<file path="config.mk">
export PLATFORM = sky130hd
export DESIGN_NAME = inst_fetch_flat
export DESIGN_NICKNAME = d
export VERILOG_FILES = /design/src/rtl/proc_defs.sv /design/src/rtl/inst_fetch_if.sv /design/src/rtl/fetch_fifo.sv /design/src/rtl/inst_fetch.sv /design/src/flat_wrapper.sv
export SDC_FILE = /design/constraint.sdc
export NUM_CORES = 1
export LEC_CHECK = 0
export CAP_MARGIN = 15
export CORE_ASPECT_RATIO = 1.25
export CORE_MARGIN = 1
export CORE_UTILIZATION = 40
export DETAILED_ROUTE_END_ITERATION = 7
export SYNTH_ARGS = -nofsm -noshare
export SYNTH_HDL_FRONTEND = slang
export SYNTH_SLANG_ARGS = --single-unit
</file>
<file path="constraint.sdc">
create_clock -name clk -period 4.35 [get_ports clk]
set_input_delay 0.87 -clock clk [delete_from_list [all_inputs] [get_ports clk]]
set_output_delay 0.87 -clock clk [all_outputs]
set_load 0.1 [all_outputs]
</file>
<file path="src/rtl/proc_defs.sv">
// Shared processor definitions: sizes, opcodes, IR field layout,
// fetch state encoding and an opcode extraction helper.
package proc_defs;

    localparam int AW         = 4;
    localparam int DW         = 32;
    localparam int IMEM_DEPTH = 16;

    localparam int OPC_MSB   = 31;
    localparam int OPC_LSB   = 27;
    localparam int RDST_MSB  = 26;
    localparam int RDST_LSB  = 22;
    localparam int RSRC1_MSB = 21;
    localparam int RSRC1_LSB = 17;
    localparam int IMM_BIT   = 16;
    localparam int ISRC_MSB  = 15;
    localparam int ISRC_LSB  = 0;

    localparam logic [4:0] OP_NOP  = 5'b00000;
    localparam logic [4:0] OP_ADD  = 5'b00001;
    localparam logic [4:0] OP_SUB  = 5'b00010;
    localparam logic [4:0] OP_HALT = 5'b11111;

    typedef enum logic [1:0] {
        ST_IDLE,
        ST_FETCH,
        ST_HALT
    } fetch_state_t;

    function automatic logic [4:0] opcode_of(input logic [DW-1:0] ir);
        return ir[OPC_MSB:OPC_LSB];
    endfunction

endpackage

</file>
<file path="src/rtl/inst_fetch_if.sv">
// Instruction register handshake: master drives ir_valid/ir_data/ir_pc,
// slave drives ir_ready.
interface inst_fetch_if #(
    parameter int AW = 4,
    parameter int DW = 32
);
    logic          ir_valid;
    logic          ir_ready;
    logic [DW-1:0] ir_data;
    logic [AW-1:0] ir_pc;

    modport master (
        output ir_valid, ir_data, ir_pc,
        input  ir_ready
    );

    modport slave (
        input  ir_valid, ir_data, ir_pc,
        output ir_ready
    );
endinterface

</file>
<file path="src/rtl/fetch_fifo.sv">
// Two-entry fetch FIFO with flush.
// Ports: push/push_data in, pop, flush; head = oldest entry, count = occupancy.
module fetch_fifo #(
    parameter int W = 36
) (
    input  logic         clk,
    input  logic         rst_n,
    input  logic         push,
    input  logic [W-1:0] push_data,
    input  logic         pop,
    input  logic         flush,
    output logic [W-1:0] head,
    output logic [1:0]   count
);
    logic [W-1:0] slot [2];
    logic         wr_ptr;
    logic         rd_ptr;

    assign head = slot[rd_ptr];

    always_ff @(posedge clk or negedge rst_n) begin
        if (!rst_n) begin
            slot[0] <= '0;
            slot[1] <= '0;
            wr_ptr  <= 1'b0;
            rd_ptr  <= 1'b0;
            count   <= 2'd0;
        end else if (flush) begin
            wr_ptr <= 1'b0;
            rd_ptr <= 1'b0;
            count  <= 2'd0;
        end else begin
            if (push) begin
                slot[wr_ptr] <= push_data;
                wr_ptr       <= ~wr_ptr;
            end
            if (pop) rd_ptr <= ~rd_ptr;
            unique case ({push, pop})
                2'b10:   count <= count + 2'd1;
                2'b01:   count <= count - 2'd1;
                default: ;
            endcase
        end
    end
endmodule

</file>
<file path="src/rtl/inst_fetch.sv">
// Instruction fetch unit: program-loadable IMEM, PC sequencing, 2-deep IR FIFO.
// Ports: load_*, run, redirect_*, ir (master handshake), halted, busy, fetch_count.
module inst_fetch #(
    parameter int IMEM_DEPTH = 16,
    parameter int AW         = 4,
    parameter int DW         = 32
) (
    input  logic          clk,
    input  logic          rst_n,
    input  logic          load_en,
    input  logic [AW-1:0] load_addr,
    input  logic [DW-1:0] load_data,
    input  logic          run,
    input  logic          redirect_valid,
    input  logic [AW-1:0] redirect_pc,
    inst_fetch_if.master  ir,
    output logic          halted,
    output logic          busy,
    output logic [15:0]   fetch_count
);
    import proc_defs::*;

    localparam int FW = DW + AW;

    fetch_state_t  state;
    logic [DW-1:0] imem [IMEM_DEPTH];
    logic [AW-1:0] pc;
    logic [AW-1:0] rd_pc;
    logic [DW-1:0] rd_data;
    logic          inflight;
    logic [1:0]    fifo_count;
    logic [FW-1:0] fifo_head;
    logic          pop;
    logic          push;
    logic          flush;
    logic          redir;
    logic          halt_acc;
    logic          issue;
    logic [2:0]    occ;

    assign ir.ir_valid = (fifo_count != 2'd0);
    assign ir.ir_data  = fifo_head[FW-1:AW];
    assign ir.ir_pc    = fifo_head[AW-1:0];

    assign pop      = ir.ir_valid && ir.ir_ready;
    assign redir    = redirect_valid && (state != ST_IDLE);
    assign halt_acc = pop && (state == ST_FETCH) && !redir
                      && (opcode_of(ir.ir_data) == OP_HALT);
    assign flush    = redir || halt_acc;
    // A flush also drops the read in flight.
    assign push     = inflight && !flush;
    // Occupancy after this edge's pop must leave room for the new read.
    assign occ      = {1'b0, fifo_count} + {2'b0, inflight};
    assign issue    = (state == ST_FETCH) && !flush
                      && (occ < (3'd2 + {2'b0, pop}));

    assign halted = (state == ST_HALT);
    assign busy   = (state != ST_IDLE);

    always_ff @(posedge clk) begin
        if (load_en && state == ST_IDLE) imem[load_addr] <= load_data;
    end

    always_ff @(posedge clk or negedge rst_n) begin
        if (!rst_n) begin
            state       <= ST_IDLE;
            pc          <= '0;
            rd_pc       <= '0;
            rd_data     <= '0;
            inflight    <= 1'b0;
            fetch_count <= '0;
        end else begin
            inflight <= issue;
            if (pop) fetch_count <= fetch_count + 16'd1;
            if (issue) begin
                rd_data <= imem[pc];
                rd_pc   <= pc;
                pc      <= pc + AW'(1);
            end
            unique case (1'b1)
                redir: begin
                    state <= ST_FETCH;
                    pc    <= redirect_pc;
                end
                (state == ST_IDLE && run): begin
                    state <= ST_FETCH;
                    pc    <= '0;
                end
                halt_acc: state <= ST_HALT;
                default: ;
            endcase
        end
    end

    fetch_fifo #(.W(FW)) u_fifo (
        .clk       (clk),
        .rst_n     (rst_n),
        .push      (push),
        .push_data ({rd_data, rd_pc}),
        .pop       (pop),
        .flush     (flush),
        .head      (fifo_head),
        .count     (fifo_count)
    );
endmodule

</file>
<file path="src/flat_wrapper.sv">
// flat-port wrapper written by rule: the top's interface ports become plain ports
module inst_fetch_flat import proc_defs::*;
#(
    parameter int IMEM_DEPTH = 16,
    parameter int AW         = 4,
    parameter int DW         = 32
)
  (clk, rst_n, load_en, load_addr, load_data, run, redirect_valid, redirect_pc, halted, busy, fetch_count, ir_ir_valid, ir_ir_data, ir_ir_pc, ir_ir_ready);
  inst_fetch_if #(.AW(AW), .DW(DW)) ir_i ();
  input  logic clk;
  input  logic rst_n;
  input  logic load_en;
  input  logic [AW-1:0] load_addr;
  input  logic [DW-1:0] load_data;
  input  logic run;
  input  logic redirect_valid;
  input  logic [AW-1:0] redirect_pc;
  output logic halted;
  output logic busy;
  output logic [15:0] fetch_count;
  output wire logic [$bits(ir_i.ir_valid)-1:0] ir_ir_valid;
  output wire logic [$bits(ir_i.ir_data)-1:0] ir_ir_data;
  output wire logic [$bits(ir_i.ir_pc)-1:0] ir_ir_pc;
  input wire logic [$bits(ir_i.ir_ready)-1:0] ir_ir_ready;
  assign ir_ir_valid = ir_i.ir_valid;
  assign ir_ir_data = ir_i.ir_data;
  assign ir_ir_pc = ir_i.ir_pc;
  assign ir_i.ir_ready = ir_ir_ready;
  inst_fetch #(.IMEM_DEPTH(IMEM_DEPTH), .AW(AW), .DW(DW)) u_core (.clk(clk), .rst_n(rst_n), .load_en(load_en), .load_addr(load_addr), .load_data(load_data), .run(run), .redirect_valid(redirect_valid), .redirect_pc(redirect_pc), .ir(ir_i), .halted(halted), .busy(busy), .fetch_count(fetch_count));
endmodule
</file>
; ---- After elaboration in Yosys (flattened, before gate mapping)
; Memories as Yosys holds them, arrays and structs flattened. A register that Yosys moved wholly into a read port is not among the register bits.
; Index checks and enable logic that the tools add are counted.
[word_totals]
ff_bits = 103
ramBits = 512
inputBits = 46
wordCells = 73
memories = 1
[memory_table]
columns = memory, words, width, rd, rd_ports_with_merged_regs, wr, line
row1 = u_core.imem, 16, 32, 1, 1, 1, inst_fetch.sv:26  ; logic [DW-1:0] imem [IMEM_DEPTH];
[classes]
n_addsub = 6
magnitude_cmp = 4
n_eq_ne = 5
muxes = 17
n_bitwise = 5
reduce_logical = 25
[op_table]
columns = op, count
row1 = 36-bit two-way mux, 4
row2 = 72-bit bitwise mux, 1
row3 = 36-bit demux with 1-bit select, 1
row4 = "16-bit by 1-bit adder with 16-bit output, second input constant", 1
row5 = 1-bit logical AND, 11
row6 = 2-bit nonzero test, 5
row7 = 2-bit one-hot mux with 2 select lines, 2
row8 = 4-bit one-hot mux with 2 select lines, 1
row9 = 1-bit two-way mux, 6
row10 = 3-bit nonzero test, 2
row11 = "5-bit == test, second input constant", 1
row12 = "4-bit by 1-bit adder with 4-bit output, second input constant", 1
row13 = "2-bit by 1-bit == test with 1-bit output, second input constant", 2
row14 = "2-bit == test, second input constant", 2
row15 = "2-bit >= comparator, second input constant", 2
row16 = 4-bit two-way mux, 1
row17 = 1-bit NOT with 2-bit output, 2
row18 = 2-bit by 1-bit adder with 3-bit output, 1
row19 = "2-bit by 1-bit adder with 3-bit output, first input constant", 1
row20 = 1-bit logical NOT, 3
row21 = 3-bit less-than comparator, 1
row22 = 1-bit NOT, 3
row23 = "2-bit by 1-bit adder with 2-bit output, second input constant", 1
row24 = 2-bit logical NOT, 1
row25 = other kinds (6), 6

; ---- Longest topological paths before layout
; Gate-level depths: netlist (run 1).
[depth]
ltp_word = 12
depth_mapped = 10

; ---- Cells and area by module
; A second synthesis (run 1) with hierarchy kept.
[unflattened]
hier_cells = 1209
hier_area_um2 = 25360.6
[modules_own_cells]
columns = module, instances, cells_each, area_each_um2, seq_area_each_um2
row1 = inst_fetch, 1, 999, 21858.5, 16851.2
row2 = fetch_fifo, 1, 210, 3502.1, 1901.8

; ---- Worst setup path after synthesis (run 1)
; OpenSTA, ideal clock, no wires.
[synth_path]
path_type = input to register
startpoint = input load_addr[3]
endpoint = memory u_core.imem[0][0] (enable)
setup_time_ns = 0.461
arrival_ns = 3.509
required_ns = 3.889
path_slack_ns = 0.380
cell_stages = 2
cell_sequence = or3_1 nor3_1
[synth_lines]
columns = element, line
row1 = start: declaration, flat_wrapper.sv:13  ; input logic [AW-1:0] load_addr;
row2 = end: declaration, inst_fetch.sv:26
; No word-level cell before the write port.

; ---- Worst setup path in the final report (run 1)
[layout_path]
startpoint = register u_core.state[1]
endpoint = output busy
[layout_via]
elab_chain_cells = 1
[layout_rtl]
columns = element, line
row1 = start: declaration, inst_fetch.sv:25  ; fetch_state_t state;
row2 = start signal: assignment, inst_fetch.sv:66  ; state <= ST_IDLE;
row3 = start signal: assignment, inst_fetch.sv:82  ; state <= ST_FETCH;
row4 = start signal: assignment, inst_fetch.sv:86  ; state <= ST_FETCH;
row5 = 2-bit nonzero test, inst_fetch.sv:58  ; assign busy = (state != ST_IDLE);
row6 = end: declaration, flat_wrapper.sv:19  ; output logic busy;
; No other way between the ends.

==> impl_metrics.py, run 1 <==
metrics = {
    "cells_and_area": {
        "fin_cells": 2229,
        "n_antenna_cell": 0,
        "finalNetCount": 1404,
        "area_growth_pct": 16.0,
        "layout-drive-gt1-share": 0.324,
    },
    "clock_tree": {
        "clk_pin_slew_ns": 0.06,
        "tritoncts": "built",
        "cts_sinks": 647,
        "cts_buffers": 61,
        "clockRootBuffer": "clkbuf_16",
        "ctsResizeCount": 0,
        "clock_latency_ns": 0.63,
        "h-tree-depth": 2,
        "cts_hold_buffers": 0,
        "cts.path.max_buffers": 3,
        "cts_setup_buffers": 0,
    },
    "synth": {
        "async_reset_ff_frac": 0.209,
        "synth_most_common_cell": "edfxtp_1",
        "synth_edf_count": 512,
        "ys.flop_type": "edfxtp_1",
        "post_synth_instance_area_um2": 25200,
        "yosys.area.top_type": "edfxtp_1",
        "syn_nets": 1265,
        "syn_avg_cell_area_um2": 20.8,
        "synth_top_area_share": 0.609,
        "synth_common_cells": "512 x edfxtp_1, 135 x dfrtp_1, 128 x mux4_2",
        "ys_ff_latch": 647,
        "yosysWarningCount": 0,
        "synth_area_leaders": "edfxtp_1 61%, dfrtp_1 13%, mux4_2 11%",
        "yosysUniqueCellTypes": 48,
        "yosysSeqAreaShare": 0.743,
        "syn_inst": 1214,
    },
    "global_route": {
        "overflow": 0,
        "met3_usage": 0.0287,
        "grt.met2_usage": 0.298,
        "grt_pass1_wl_um": 81400,
        "track_usage": 0.173,
        "antenna_found_initial": 2,
        "busiest_layer": "met2",
        "grt_pass1_vias": 12641,
        "grt_max_degree": 91,
        "gr-usage-met1": 0.231,
    },
    "die": {
        "initial_utilization": 0.406,
        "die_area_um2": 64100,
        "die_y_um": 283,
        "die_w_um": 227,
        "num_rows": 102,
        "core_area_um2": 62200,
        "ioPinCount": 101,
    },
    "sta": {
        "setup_violations": 0,
        "drv_slew": 0,
        "setup-tns-final_ns": 0,
        "slew_headroom": 0.297,
        "hold_ws_ns": 0.300,
        "rsz0062_at_grt": "no",
        "skew_ns": 0.0149,
        "fmax_mhz": 277,
        "worstMarginPinSlew_ns": 1.05,
        "min_period_ns": 3.61,
        "setup_slack_ns": 0.737,
        "hold_viol": 0,
        "period_share": 0.831,
    },
    "place": {
        "portBuffers": 100,
        "dp_slack_ns": 0.939,
        "hpwlAfterDp_um": 30700,
        "placed_cells": 2122,
        "gp_congestion": 0.778,
    },
    "setup_path": {
        "start_kind": "flip-flop",
        "slowest_delay_ns": 1.03,
        "crit_family": "buffers and inverters",
        "cpMaxStageDelayCell": "clkdlybuf4s50_1",
        "r2r_start": "u_core.state[1]",
        "cp_num_buf_inv": 2,
        "path_depth": 3,
        "reg2reg_depth": 5,
        "cp-startpoint": "u_core.state[1]",
        "worst_ep_required_time_ns": 3.48,
        "worstSetupPathType": "reg -> out",
        "critical_path.endpoint": "busy",
        "rrSetupSlack_ns": 1.62,
        "r2r-end": "u_core.imem[3][27]",
        "crit_chain": "nor2_1 -> inv_1 -> clkdlybuf4s50_1",
        "path_max_fanout": 6,
        "endpoint_kind": "output pin",
        "arrival_ns": 2.74,
    },
    "route": {
        "vias": 11876,
        "detail_route.first_pass.iterations": 5,
        "viasPerCell": 5.33,
        "post_drt_wl_per_cell_um": 24.2,
        "drc": 0,
        "ant_nets": 0,
        "wl_um": 53900,
        "drtIter0Drc": 949,
    },
    "min_path": {
        "hp-class": "in -> async",
    },
    "pwr": {
        "finalPower_mw": 19.0,
        "p_per_area_nw_per_um2": 650,
        "p_leak_nw": 9.95,
        "ir_drop_mv": 0.327,
    },
    "run_status": {
        "status": "complete, no violations",
    },
    "flow_run": {
        "maxCapViolCount": 0,
    },
}
==> registers in the layout, indices dropped and copies added (netlist names) <==
register and flops:
u_core.u_fifo.wr_ptr 1, u_core.pc 4, u_core.u_fifo.count 2, u_core.u_fifo.slot 72, u_core.rd_pc 4, u_core.u_fifo.rd_ptr 1
u_core.state 2, u_core.rd_data 32, u_core.fetch_count 16, u_core.inflight 1, u_core.imem 512
==> layout by cell type, fill, tap and decap left out, drive strengths merged, types with 2 or more instances in the layout <==
cell           instances
o21ai                  5
and2                   2
or2                    2
buf                   74
edfxtp               512
mux2                 144
nor3                   5
clkbuf                79
nand3                  8
ha                     5
xnor2                 15
and3                   2
nand4                  6
bufinv                 4
a22oi                 64
clkinvlp               5
xor2                   5
dfrtp                135
clkinv                15
nor2                  29
a211oi                 2
nand2                 51
inv                    9
nor2b                  2
clkdlybuf4s50         63
o21a                   2
a21oi                  5
nor3b                  2
mux4                 128
nand2b                 3
==> cell families after synthesis <==
| logic type | after synthesis | share of synthesized area |
|---|---|---|
| DFF | 647 | 0.743 |
| muxes | 272 | 0.187 |
| and+or+nand+nor | 120 | 0.0226 |
| AOI/OAI and AO/OA | 84 | 0.0242 |
| buffers and inverters | 66 | 0.0134 |
| xor gates and xnor gates | 20 | 0.00694 |
| adders and majority gates | 5 | 0.00248 |
==> metal layers <==
metal / routed length [um] / vias up / share of wire
li1: - / 5183 / -
met1: 22600 / 6356 / 0.42
met2: 28000 / 273 / 0.52
met3: 2420 / 62 / 0.045
met4: 792 / 2 / 0.015
met5: 14 / - / 0.00026
==> worst reg2reg max path, stage by stage, from the launching register on <==
cell and delay, ns:
dfrtp_1 0.42, nor2_1 0.53, nand2_1 0.14, or3_1 0.49, nor2_4 0.49, buf_4 0.35
==> how the worst min path moves through the flow <==
stage,end,depth (start not counted),from,slack (ns)
finish,u_core.fetch_count[9],1,rst_n,0.30
floorplan,u_core.u_fifo.slot[71],1,u_core.u_fifo.slot[71],0.47
CTS,u_core.fetch_count[10],1,rst_n,0.31
global route,u_core.fetch_count[15],1,rst_n,0.35
detailed placement,u_core.fetch_count[15],1,u_core.fetch_count[15],0.47
global placement,u_core.fetch_count[15],1,u_core.fetch_count[15],0.46
==> per-stage QoR <==
stage                     utilization  instance area, um2
after detailed placement        0.441               27400
after CTS                       0.471               29300
final                           0.471               29300
after global placement          0.441               27400
after global routing            0.471               29300
after floorplan                     -               25200
==> final cells by class <==
type	instances	area, um2
fillers	5164	32900
flip-flops and latches	647	18800
multi-input cells	501	6280
clock buffers	79	1590
repair buffers	137	1290
well taps	832	1040
clock inverters	28	279
inverters	5	18.8
==> power by group <==
group | leakage (nW) | internal [mW] | switching (mW)
clock network | 0.894 | 2.82 | 2.25
registers | 6.27 | 7.24 | 0.507
logic | 2.78 | 2.48 | 3.73
total | 9.95 | 12.5 | 6.48
No activity file was read; power rests on OpenSTA's default activity.
==> run 2, diff against run 1 <==
==> constraint.sdc (replaced) <==
create_clock -name clk -period 3.7 [get_ports clk]
set_input_delay 0.74 -clock clk [delete_from_list [all_inputs] [get_ports clk]]
set_output_delay 0.74 -clock clk [all_outputs]
set_load 0.1 [all_outputs]
==> run 2 against run 1 <==
Effect of this change:
- utilization increased by 0.65 points
- power increased by 20%
- clock-buffer cell count decreased by 11
- non-clock buffer count increased by 13
- sequential power increased by 18%
- register-to-register slack got worse by 0.77 ns
- final cell count increased by 0.76%
- highest routed layer unchanged
==> impl_metrics.py, run 2 (synthesis results as in run 1) <==
metrics = {
    "run_status": {
        "status": "complete, no violations",
    },
    "setup_path": {
        "start_kind": "flip-flop",
        "cpMaxStageDelayCell": "clkdlybuf4s50_1",
        "slowest_delay_ns": 1.00,
        "reg2reg_depth": 5,
        "cp_num_buf_inv": 2,
        "arrival_ns": 2.78,
        "crit_chain": "nor2_1 -> inv_1 -> clkdlybuf4s50_1",
        "worstSetupPathType": "reg -> out",
        "worst_ep_required_time_ns": 2.96,
        "endpoint_kind": "output pin",
        "path_max_fanout": 6,
        "rrSetupSlack_ns": 0.85,
        "r2r_start": "u_core.state[1]",
        "crit_family": "buffers and inverters",
        "r2r-end": "u_core.imem[2][2]",
    },
    "route": {
        "drc": 0,
        "detail_route.first_pass.iterations": 6,
        "post_drt_wl_per_cell_um": 23.7,
        "viasPerCell": 5.32,
        "drtIter0Drc": 1002,
        "vias": 11959,
        "wl_um": 53100,
        "ant_nets": 0,
    },
    "cells_and_area": {
        "regArea_um2": 18800,
        "n_antenna_cell": 0,
        "largest_reg_flops": 512,
        "finalNetCount": 1415,
        "regMostFlops": "u_core.imem",
        "layout_common_cells": "512 x edfxtp_1, 132 x dfrtp_1, 128 x mux4_2",
        "top_regs": "u_core.imem x512, u_core.u_fifo.slot x72, u_core.rd_data x32",
        "nFillCells": 5148,
        "final_core_util": 0.477,
        "final_common_cell": "edfxtp_1",
        "final_area_um2": 29700,
        "layout-drive-gt1-share": 0.344,
        "area_growth_pct": 17.6,
        "multiInputGateArea_um2": 6290,
    },
    "die": {
        "ioPinCount": 101,
        "initial_utilization": 0.406,
        "core_area_um2": 62200,
        "die_y_um": 283,
        "die_w_um": 227,
        "num_rows": 102,
        "die_area_um2": 64100,
    },
    "clock_tree": {
        "cts_setup_buffers": 0,
        "ctsResizeCount": 0,
        "tritoncts": "built",
        "clk_pin_slew_ns": 0.07,
        "cts.path.max_buffers": 3,
        "h-tree-depth": 2,
        "clockRootBuffer": "clkbuf_16",
        "cts_hold_buffers": 0,
        "cts_buffers": 59,
        "cts_sinks": 647,
        "clock_latency_ns": 0.66,
    },
    "sta": {
        "worstMarginPinSlew_ns": 1.01,
        "fmax_mhz": 284,
        "drv_slew": 0,
        "period_share": 0.951,
        "setup-tns-final_ns": 0,
        "min_period_ns": 3.52,
        "skew_ns": 0.0403,
        "hold_viol": 0,
        "setup_violations": 0,
        "rsz0062_at_grt": "no",
        "slew_headroom": 0.321,
        "hold_ws_ns": 0.207,
    },
    "pwr": {
        "p_per_area_nw_per_um2": 769,
        "ir_drop_mv": 0.408,
        "p_leak_nw": 10.2,
    },
    "global_route": {
        "antenna_found_initial": 7,
        "overflow": 0,
        "track_usage": 0.170,
        "met3_usage": 0.0330,
        "grt.met2_usage": 0.287,
        "gr-usage-met1": 0.226,
        "grt_max_degree": 104,
        "grt_pass1_wl_um": 80100,
        "busiest_layer": "met2",
        "grt_pass1_vias": 12443,
    },
    "place": {
        "hpwlAfterDp_um": 31400,
        "gp_congestion": 0.781,
        "place_area_um2": 27600,
        "portBuffers": 100,
    },
    "flow_run": {
        "maxCapViolCount": 0,
    },
    "min_path": {
        "hp-class": "in -> async",
    },
}
[run 2: changes by cell type in the layout (fill, tap and decap cells not counted), moves of 3 or more]
cell | before | now
buf_12 | 8 | 16
buf_4 | 65 | 71
bufinv_16 | 4 | 9
clkbuf_1 | 18 | 5
clkinv_1 | 12 | 9
clkinv_16 | 0 | 3
clkinv_2 | 3 | 13
inv_16 | 3 | 0
[run 2: area by class of cell]
cell class | count | share of cell area
multi-input combinational | 501 | 0.212
clock buffer | 68 | 0.0522
clock inverter | 43 | 0.0177
inverter | 5 | 0.000633
sequential | 647 | 0.632
tap | 832 | 0.0351
timing repair buffer | 150 | 0.0501
[run 2: metal layers]
layer / wire, um / part of all wire
met2: 26800 / 0.51
met3: 2610 / 0.049
met1: 22500 / 0.42
met5: 62 / 0.0012
met4: 1100 / 0.021
[run 2: how the worst max path moves through the flow]
stage               depth (start not counted)               endpoint  slack [ns]       startpoint
finish                                      3                   busy        0.18  u_core.state[1]
global route                                3                   busy        0.02  u_core.state[0]
detailed placement                          7  u_core.u_fifo.slot[4]        0.61      ir_ir_ready
CTS                                         3                   busy        0.15  u_core.state[1]
global placement                            8      u_core.rd_data[7]        0.62      ir_ir_ready
floorplan                                   2      u_core.imem[8][0]        0.04     load_addr[2]
[run 2: where the power goes]
part	total [mW]	internal, mW	switching (mW)	leakage [nW]
Clock	6.37	3.66	2.71	1.00
Sequential	9.15	8.51	0.642	6.27
Combinational	7.30	2.99	4.31	2.88
[run 2: worst reg2reg max path, cell delays in order, from the launching register on]
cell     delay [ns]
dfrtp_1        0.43
nor2_1         0.58
nand2_1        0.14
or3_1          0.52
nor2_4         0.57
buf_4          0.32
[run 2: metrics by stage]
stage	instances	setup slack, ns	power (mW)
3_5_place_dp	2135	0.609	16.7
5_1_grt	2246	0.0177	23.8
2_1_floorplan	1214	0.0445	14.8
6_report	2246	0.181	22.8
3_3_place_gp	2135	0.622	16.6
4_1_cts	2246	0.149	23.1
